File: config.mk
export PLATFORM = sky130hd
export DESIGN_NAME = sreg_host_bridge
export DESIGN_NICKNAME = d
export VERILOG_FILES = /design/src/rtl/sreg_host_bridge.sv
export SDC_FILE = /design/constraint.sdc
export NUM_CORES = 1
export LEC_CHECK = 0
export ABC_AREA = 1
export CAP_MARGIN = 10
export CORE_MARGIN = 8
export CORE_UTILIZATION = 30
export DETAILED_ROUTE_END_ITERATION = 12
export PLACE_DENSITY = 0.51
export SLEW_MARGIN = 5
export SYNTH_ARGS = -nofsm -noshare
export SYNTH_HDL_FRONTEND = slang
export SYNTH_SLANG_ARGS = --single-unit
File: constraint.sdc
create_clock -name clk -period 2.7 [get_ports clk]
set_clock_uncertainty 0.15 [all_clocks]
set_input_delay 0.54 -clock clk [delete_from_list [all_inputs] [get_ports clk]]
set_output_delay 0.54 -clock clk [all_outputs]
set_load 0.02 [all_outputs]
File: src/rtl/sreg_host_bridge.sv
// Host byte-stream bridge: decodes UART frames into one controller command,
// waits for completion, then streams status and readback bytes back to the host.
`timescale 1ns/1ps
module sreg_host_bridge #(
  parameter int unsigned DATA_W       = 42,
  parameter int unsigned RX_TIMEOUT   = 1000000,
  parameter int unsigned DONE_TIMEOUT = 65535
) (
  input  logic              clk,
  input  logic              rst_n,
  input  logic [7:0]        rx_data,
  input  logic              rx_valid,
  output logic [7:0]        tx_data,
  output logic              tx_valid,
  input  logic              tx_ready,
  output logic              cmd_valid,
  output logic [2:0]        cmd,
  output logic [DATA_W-1:0] data_in,
  input  logic              cmd_ready,
  input  logic [DATA_W-1:0] data_out,
  output logic              busy,
  output logic              rx_drop
);

  localparam int unsigned PAYLOAD_BYTES = (DATA_W + 7) / 8;
  localparam int unsigned SR_W          = PAYLOAD_BYTES * 8;
  localparam int unsigned CNT_W         = $clog2(PAYLOAD_BYTES + 1);
  localparam int unsigned GAP_W         = $clog2(RX_TIMEOUT + 1);
  localparam int unsigned DONE_W        = $clog2(DONE_TIMEOUT + 1);

  typedef enum logic [2:0] {
    IDLE,
    GET_PAYLOAD,
    ISSUE,
    WAIT_DONE,
    SEND_RESP
  } state_t;

  state_t              state, state_d;
  logic [DATA_W-9:0]   sr, sr_d;
  logic [DATA_W-1:0]   sr_next;
  logic [CNT_W-1:0]    byte_cnt, byte_cnt_d;
  logic [GAP_W-1:0]    gap_cnt, gap_d;
  logic [DONE_W-1:0]   done_cnt, done_d;
  logic [SR_W-1:0]     tx_buf, tx_buf_d;
  logic [CNT_W-1:0]    tx_rem, tx_rem_d;
  logic [7:0]          tx_data_d;
  logic                tx_valid_d, cmd_valid_d, rx_drop_d;
  logic [2:0]          cmd_d;
  logic [DATA_W-1:0]   data_in_d;

  assign busy = (state != IDLE);

  always_comb begin
    state_d     = state;
    sr_d        = sr;
    byte_cnt_d  = byte_cnt;
    gap_d       = gap_cnt;
    done_d      = done_cnt;
    tx_buf_d    = tx_buf;
    tx_rem_d    = tx_rem;
    tx_data_d   = tx_data;
    tx_valid_d  = tx_valid;
    cmd_valid_d = cmd_valid;
    cmd_d       = cmd;
    data_in_d   = data_in;
    rx_drop_d   = rx_drop;
    // Only the low DATA_W bits of the payload survive, so bytes shifted past
    // the top are discarded as they arrive rather than truncated at the end.
    sr_next     = {sr, rx_data};

    unique case (state)
      IDLE: begin
        if (rx_valid) begin
          case (rx_data)
            8'h00: begin
              cmd_d       = 3'd0;
              cmd_valid_d = 1'b1;
              state_d     = ISSUE;
            end
            8'h01: begin
              sr_d       = '0;
              byte_cnt_d = '0;
              gap_d      = '0;
              state_d    = GET_PAYLOAD;
            end
            default: begin
              tx_data_d  = 8'hEE;
              tx_valid_d = 1'b1;
              tx_rem_d   = '0;
              state_d    = SEND_RESP;
            end
          endcase
        end
      end

      GET_PAYLOAD: begin
        if (gap_cnt == GAP_W'(RX_TIMEOUT)) begin
          sr_d       = '0;
          byte_cnt_d = '0;
          rx_drop_d  = rx_drop | rx_valid;
          tx_data_d  = 8'hE0;
          tx_valid_d = 1'b1;
          tx_rem_d   = '0;
          state_d    = SEND_RESP;
        end else if (rx_valid) begin
          sr_d       = sr_next[DATA_W-9:0];
          gap_d      = '0;
          byte_cnt_d = byte_cnt + 1'b1;
          if (byte_cnt == CNT_W'(PAYLOAD_BYTES - 1)) begin
            data_in_d   = sr_next;
            cmd_d       = 3'd1;
            cmd_valid_d = 1'b1;
            state_d     = ISSUE;
          end
        end else begin
          gap_d = gap_cnt + 1'b1;
        end
      end

      ISSUE: begin
        rx_drop_d = rx_drop | rx_valid;
        if (cmd_ready) begin
          cmd_valid_d = 1'b0;
          done_d      = '0;
          state_d     = WAIT_DONE;
        end
      end

      WAIT_DONE: begin
        rx_drop_d = rx_drop | rx_valid;
        // cmd_ready is still high from the accept on the first cycle here.
        if (done_cnt != '0 && cmd_ready) begin
          tx_valid_d = 1'b1;
          state_d    = SEND_RESP;
          if (cmd == 3'd0) begin
            tx_data_d = 8'hA0;
            tx_buf_d  = SR_W'(data_out);
            tx_rem_d  = CNT_W'(PAYLOAD_BYTES);
          end else begin
            tx_data_d = 8'hA1;
            tx_rem_d  = '0;
          end
        end else if (done_cnt == DONE_W'(DONE_TIMEOUT)) begin
          tx_data_d  = 8'hE1;
          tx_valid_d = 1'b1;
          tx_rem_d   = '0;
          state_d    = SEND_RESP;
        end else begin
          done_d = done_cnt + 1'b1;
        end
      end

      SEND_RESP: begin
        rx_drop_d = rx_drop | rx_valid;
        if (tx_valid && tx_ready) begin
          if (tx_rem == '0) begin
            tx_valid_d = 1'b0;
            state_d    = IDLE;
          end else begin
            tx_data_d = tx_buf[SR_W-1 -: 8];
            tx_buf_d  = {tx_buf[SR_W-9:0], 8'h00};
            tx_rem_d  = tx_rem - 1'b1;
          end
        end
      end

      default: state_d = IDLE;
    endcase
  end

  always_ff @(posedge clk or negedge rst_n) begin
    if (!rst_n) begin
      state     <= IDLE;
      sr        <= '0;
      byte_cnt  <= '0;
      gap_cnt   <= '0;
      done_cnt  <= '0;
      tx_buf    <= '0;
      tx_rem    <= '0;
      tx_data   <= '0;
      tx_valid  <= 1'b0;
      cmd_valid <= 1'b0;
      cmd       <= '0;
      data_in   <= '0;
      rx_drop   <= 1'b0;
    end else begin
      state     <= state_d;
      sr        <= sr_d;
      byte_cnt  <= byte_cnt_d;
      gap_cnt   <= gap_d;
      done_cnt  <= done_d;
      tx_buf    <= tx_buf_d;
      tx_rem    <= tx_rem_d;
      tx_data   <= tx_data_d;
      tx_valid  <= tx_valid_d;
      cmd_valid <= cmd_valid_d;
      cmd       <= cmd_d;
      data_in   <= data_in_d;
      rx_drop   <= rx_drop_d;
    end
  end

endmodule

==> results of run 1 <==
==> registers in the layout, indices dropped and copies added, names as in the netlist, 3 cells and up <==
signal	flops
sr	34
tx_data	8
tx_buf	48
data_in	42
state	3
tx_rem	3
done_cnt	16
gap_cnt	20
byte_cnt	3
==> kinds of logic after synthesis <==
kind of cell             Yosys count  share of synthesized area, %
AO/OA/AOI/OAI                    181                         11.29
XOR/XNOR                          12                         1.208
adder cells (fa/ha/maj)            8                         1.151
buffers and inverters            158                         8.301
flip-flops                       181                         52.08
multiplexers                      35                         4.028
other                              1                       0.04312
AND/OR/NAND/NOR                  446                         21.90
==> cell usage in the layout (no fill, tap or decap), types with 26 or more instances in the layout <==
master and n:
clkdlybuf4s50_1 108, dfrtp_1 181, inv_1 107, mux2i_1 35, nand2_1 264, nand3_1 43, nand4_1 26, nor2_1 73
o21ai_0 84, o21ai_1 47, o22ai_1 34
==> area by class of cell <==
class                           count  area (um2)  share of cell area [%]
Sequential cell                   181        4529                   41.29
Multi-Input combinational cell    684        3450                   31.45
Timing Repair Buffer              137        1420                   12.95
Tap cell                          384       480.5                   4.380
Inverter                          116       437.9                   3.992
Clock buffer                       17       425.4                   3.878
Clock inverter                     15       226.5                   2.065
==> worst max path at each step <==
stage                      from          to  slack, ns  cells past startpoint
floorplan           done_cnt[0]  tx_data[0]       0.84                     11
global placement       rx_valid  tx_data[5]       0.17                      9
detailed placement   rx_data[7]      sr[33]       0.16                     11
CTS                    state[1]        busy       0.18                      3
global route           state[1]        busy       0.08                      3
finish                 state[1]        busy       0.20                      3
==> Yosys cell counts (all sizes together) <==
| library cell | number |
|---|---|
| dfrtp | 181 |
| nor2 | 77 |
| nand3b | 4 |
| nand4 | 27 |
| nand2 | 270 |
| o211ai | 2 |
| clkbuf | 8 |
| xor2 | 12 |
| inv | 114 |
| nor3 | 16 |
| mux2i | 35 |
| o21bai | 4 |
| o22ai | 34 |
| clkinv | 2 |
| buf | 34 |
| ha | 8 |
| o21ai | 132 |
| nand3 | 46 |
| conb | 1 |
| and2 | 1 |
| or2 | 4 |
| a31oi | 1 |
| a21oi | 8 |
| nor3b | 1 |
==> critical path, delay by kind of cell, from the launching register on <==
kind | cells | cell delay (ns)
flops | 1 | 0.45
simple gates | 2 | 0.33
buf+inv | 1 | 0.60
==> power by group through the flow <==
stage          Combinational (mW)  Clock, mW  Sequential (mW)
6_report                     3.45       2.70             3.85
5_1_grt                      3.92       2.90             3.94
4_1_cts                      3.53       2.80             3.85
3_5_place_dp                 3.52          0             3.90
3_3_place_gp                 3.48          0             3.89
2_1_floorplan                2.26          0             3.93
==> layer usage <==
metal	up-vias	track usage, %
met5	-	0
met4	0	3.176
met3	13	2.953
met2	110	21.07
met1	3245	18.86
li1	3567	-
==> results list, run 1 <==
- Met1 layer wirelength in the final routing: 11200 um
- Setup Slack @ Placement: 0.1598 ns
* CTS buffer count: 17
- The die covers 0.03469 mm2.
- In this run the critical register-to-register path is captured at data_in[9].
* Total core area: 0.02863 mm2
* Iter 0 DRT Violations: 503
- In the final routed layout, each cell accounts on average for 14.81 um.
- Boundary Pins: 112
- Hold WS: 0.3374 ns
- Power spread over the standard cell area amounts to 911.6 mW/mm2.
* Rel. slew slack: 56.58%
- At the later pin of the worst-skew pair, clock insertion delay measures 0.44 ns.
* Number of design rule violations left after detail routing: 0
- The worst setup path is of the reg2out kind.
- Slew at the pin closest to its max-slew limit: 0.6514 ns
- After routing the design area is 0.01097 mm2.
- Ratio of cells with drive above 1 in the final layout: 7.652%
- Synth area leader: dfrtp_1
- Power share of the sequential group: 38.5%
- In this run the critical register-to-register path is launched from gap_cnt[0].
- Minimum clock period after layout: 2.499 ns
* CP cell instances: nor2_1 > nand2_1 > clkdlybuf4s50_1
- Number of library cell types mapped by synthesis: 38
- After synthesis, flip-flops and latches occupy 52.08% of the total area.
- The run finished with clean final reports.
- In this run the worst path has a maximum fanout of 6.
- Worst Hold Depth: 2
- Vias in the first global route: 6995
- Post-Syn Area: 0.008697 mm2
- Final antenna diode count: 0
* Utilization after layout: 38.32%
- Hold Startpoint: tx_buf[42]
- Effective utilization at floorplan: 30.38%
- STA classifies the critical path startpoint as a flip-flop.
* Setup violation total in the final timing report: 0
* Share of Yosys cell area claimed by the top area cell type: 52.08%
- The number of gates resized after CTS was 0.
* Post-CTS setup buffer count: 0
- In this run the power spent charging and discharging nets is 3.854 mW.
- Across the run, the number of max-cap violations was 0.
- Synthesis produced a netlist whose cell count is 1022.
- Path category of the worst min-delay check: reg2reg
- Routed WL: 22720 um
- Half-perimeter wire length of the detailed placement result: 16350 um
- Number of cells on the worst reg-to-reg path: 12
- Summed over all cells, the static leakage comes to 5.080 nW.
* Slowest cell delay on critical path: 0.60 ns
- After clock tree synthesis, the flow added hold-fix buffers numbering 1.
* CTS Root Buffer Type: clkbuf_16
- The number of max-slew violations in the final report was 0.
- Fill cells in the final layout number 2932.
- Entering global routing, the biggest net connects 83 pins.
* Fin. Hold Viols: 0
- STA puts the critical path data arrival time at 1.81 ns.
- Dividing the detail-routed via count by the number of cells gives 4.521.
- Across all register-to-register paths, the minimum setup slack is 0.46 ns.
* Post-synthesis register bit count: 181
- The initial antenna violation count came to 0.
- Die W: 186.3 um
* Number of nets still failing antenna checks after routing: 0
- RSZ-0062 raised after global routing: no
- The die is 186.3 um tall.
- Power Total: 10.00 mW
- Clock slew at reported path FFs: 0.08 ns
- Number of placed cells counting well taps: 1501
* Routability congestion estimate from global placement: 0.8554
- In this run the core area contains 62 standard-cell rows.
- Instance area after placement: 0.01031 mm2
- CTS H-tree lvls: 4
- Met2 wire length: 10430 um
* Final worst setup slack: 0.2009 ns
* Routed length on met3: 895 um
- The net count of the finished layout is 1200.
- STA puts the critical path data required time at 2.01 ns.
- Worst Setup End Kind: output pin
- Sw Ratio: 38.54%
* Max rail drop VDD: 539.1 uV
* Relative contribution of the clock network to total power: 27.0%
- Summed over all layers, the global routing overflow is 0.
- For this design, the sink count on the clock tree is 181.
* Port-buffer cells: 109
* Top layer reached by signal wires: met4
- Total internal power: 6.146 mW
- The worst hold path terminates at tx_buf[42].
- Main area contributors after synthesis: dfrtp_1 52%, nand2_1 11%, o21ai_0 4.8%
* Combinational share of power: 34.5%
- Synth warn: 0
- Layout Cells excl Fill: 1534
* Via count: 6935
- 1st-pass router iterations: 6
- Highest clock rate: 400.1 MHz
* First-pass GRT wire length: 37580 um
- Period utilization: 92.56%
- The clock passes through at most 2 buffers.
- Master of the slowest instance on the critical path: clkdlybuf4s50_1
* Total Negative Setup Slacks: 0 ns
- Averaged over all synthesized cells, the footprint is 8.510 um2.
* Global routing usage summed across all routing layers: 13.51%
- TritonCTS built the clock tree.
- Layout area overhead: 26.13%
Note: power is estimated with default switching activity, not from simulation.
==> inputs of run 2 (changes only) <==
--- a/config.mk
+++ b/config.mk
@@ -6,7 +6,6 @@
 export NUM_CORES = 1
 export LEC_CHECK = 0
 export ABC_AREA = 1
-export CAP_MARGIN = 10
 export CORE_MARGIN = 8
 export CORE_UTILIZATION = 30
 export DETAILED_ROUTE_END_ITERATION = 12
==> results of run 2 <==
The final DEF is identical to that of run 1; final timing and power are the same.
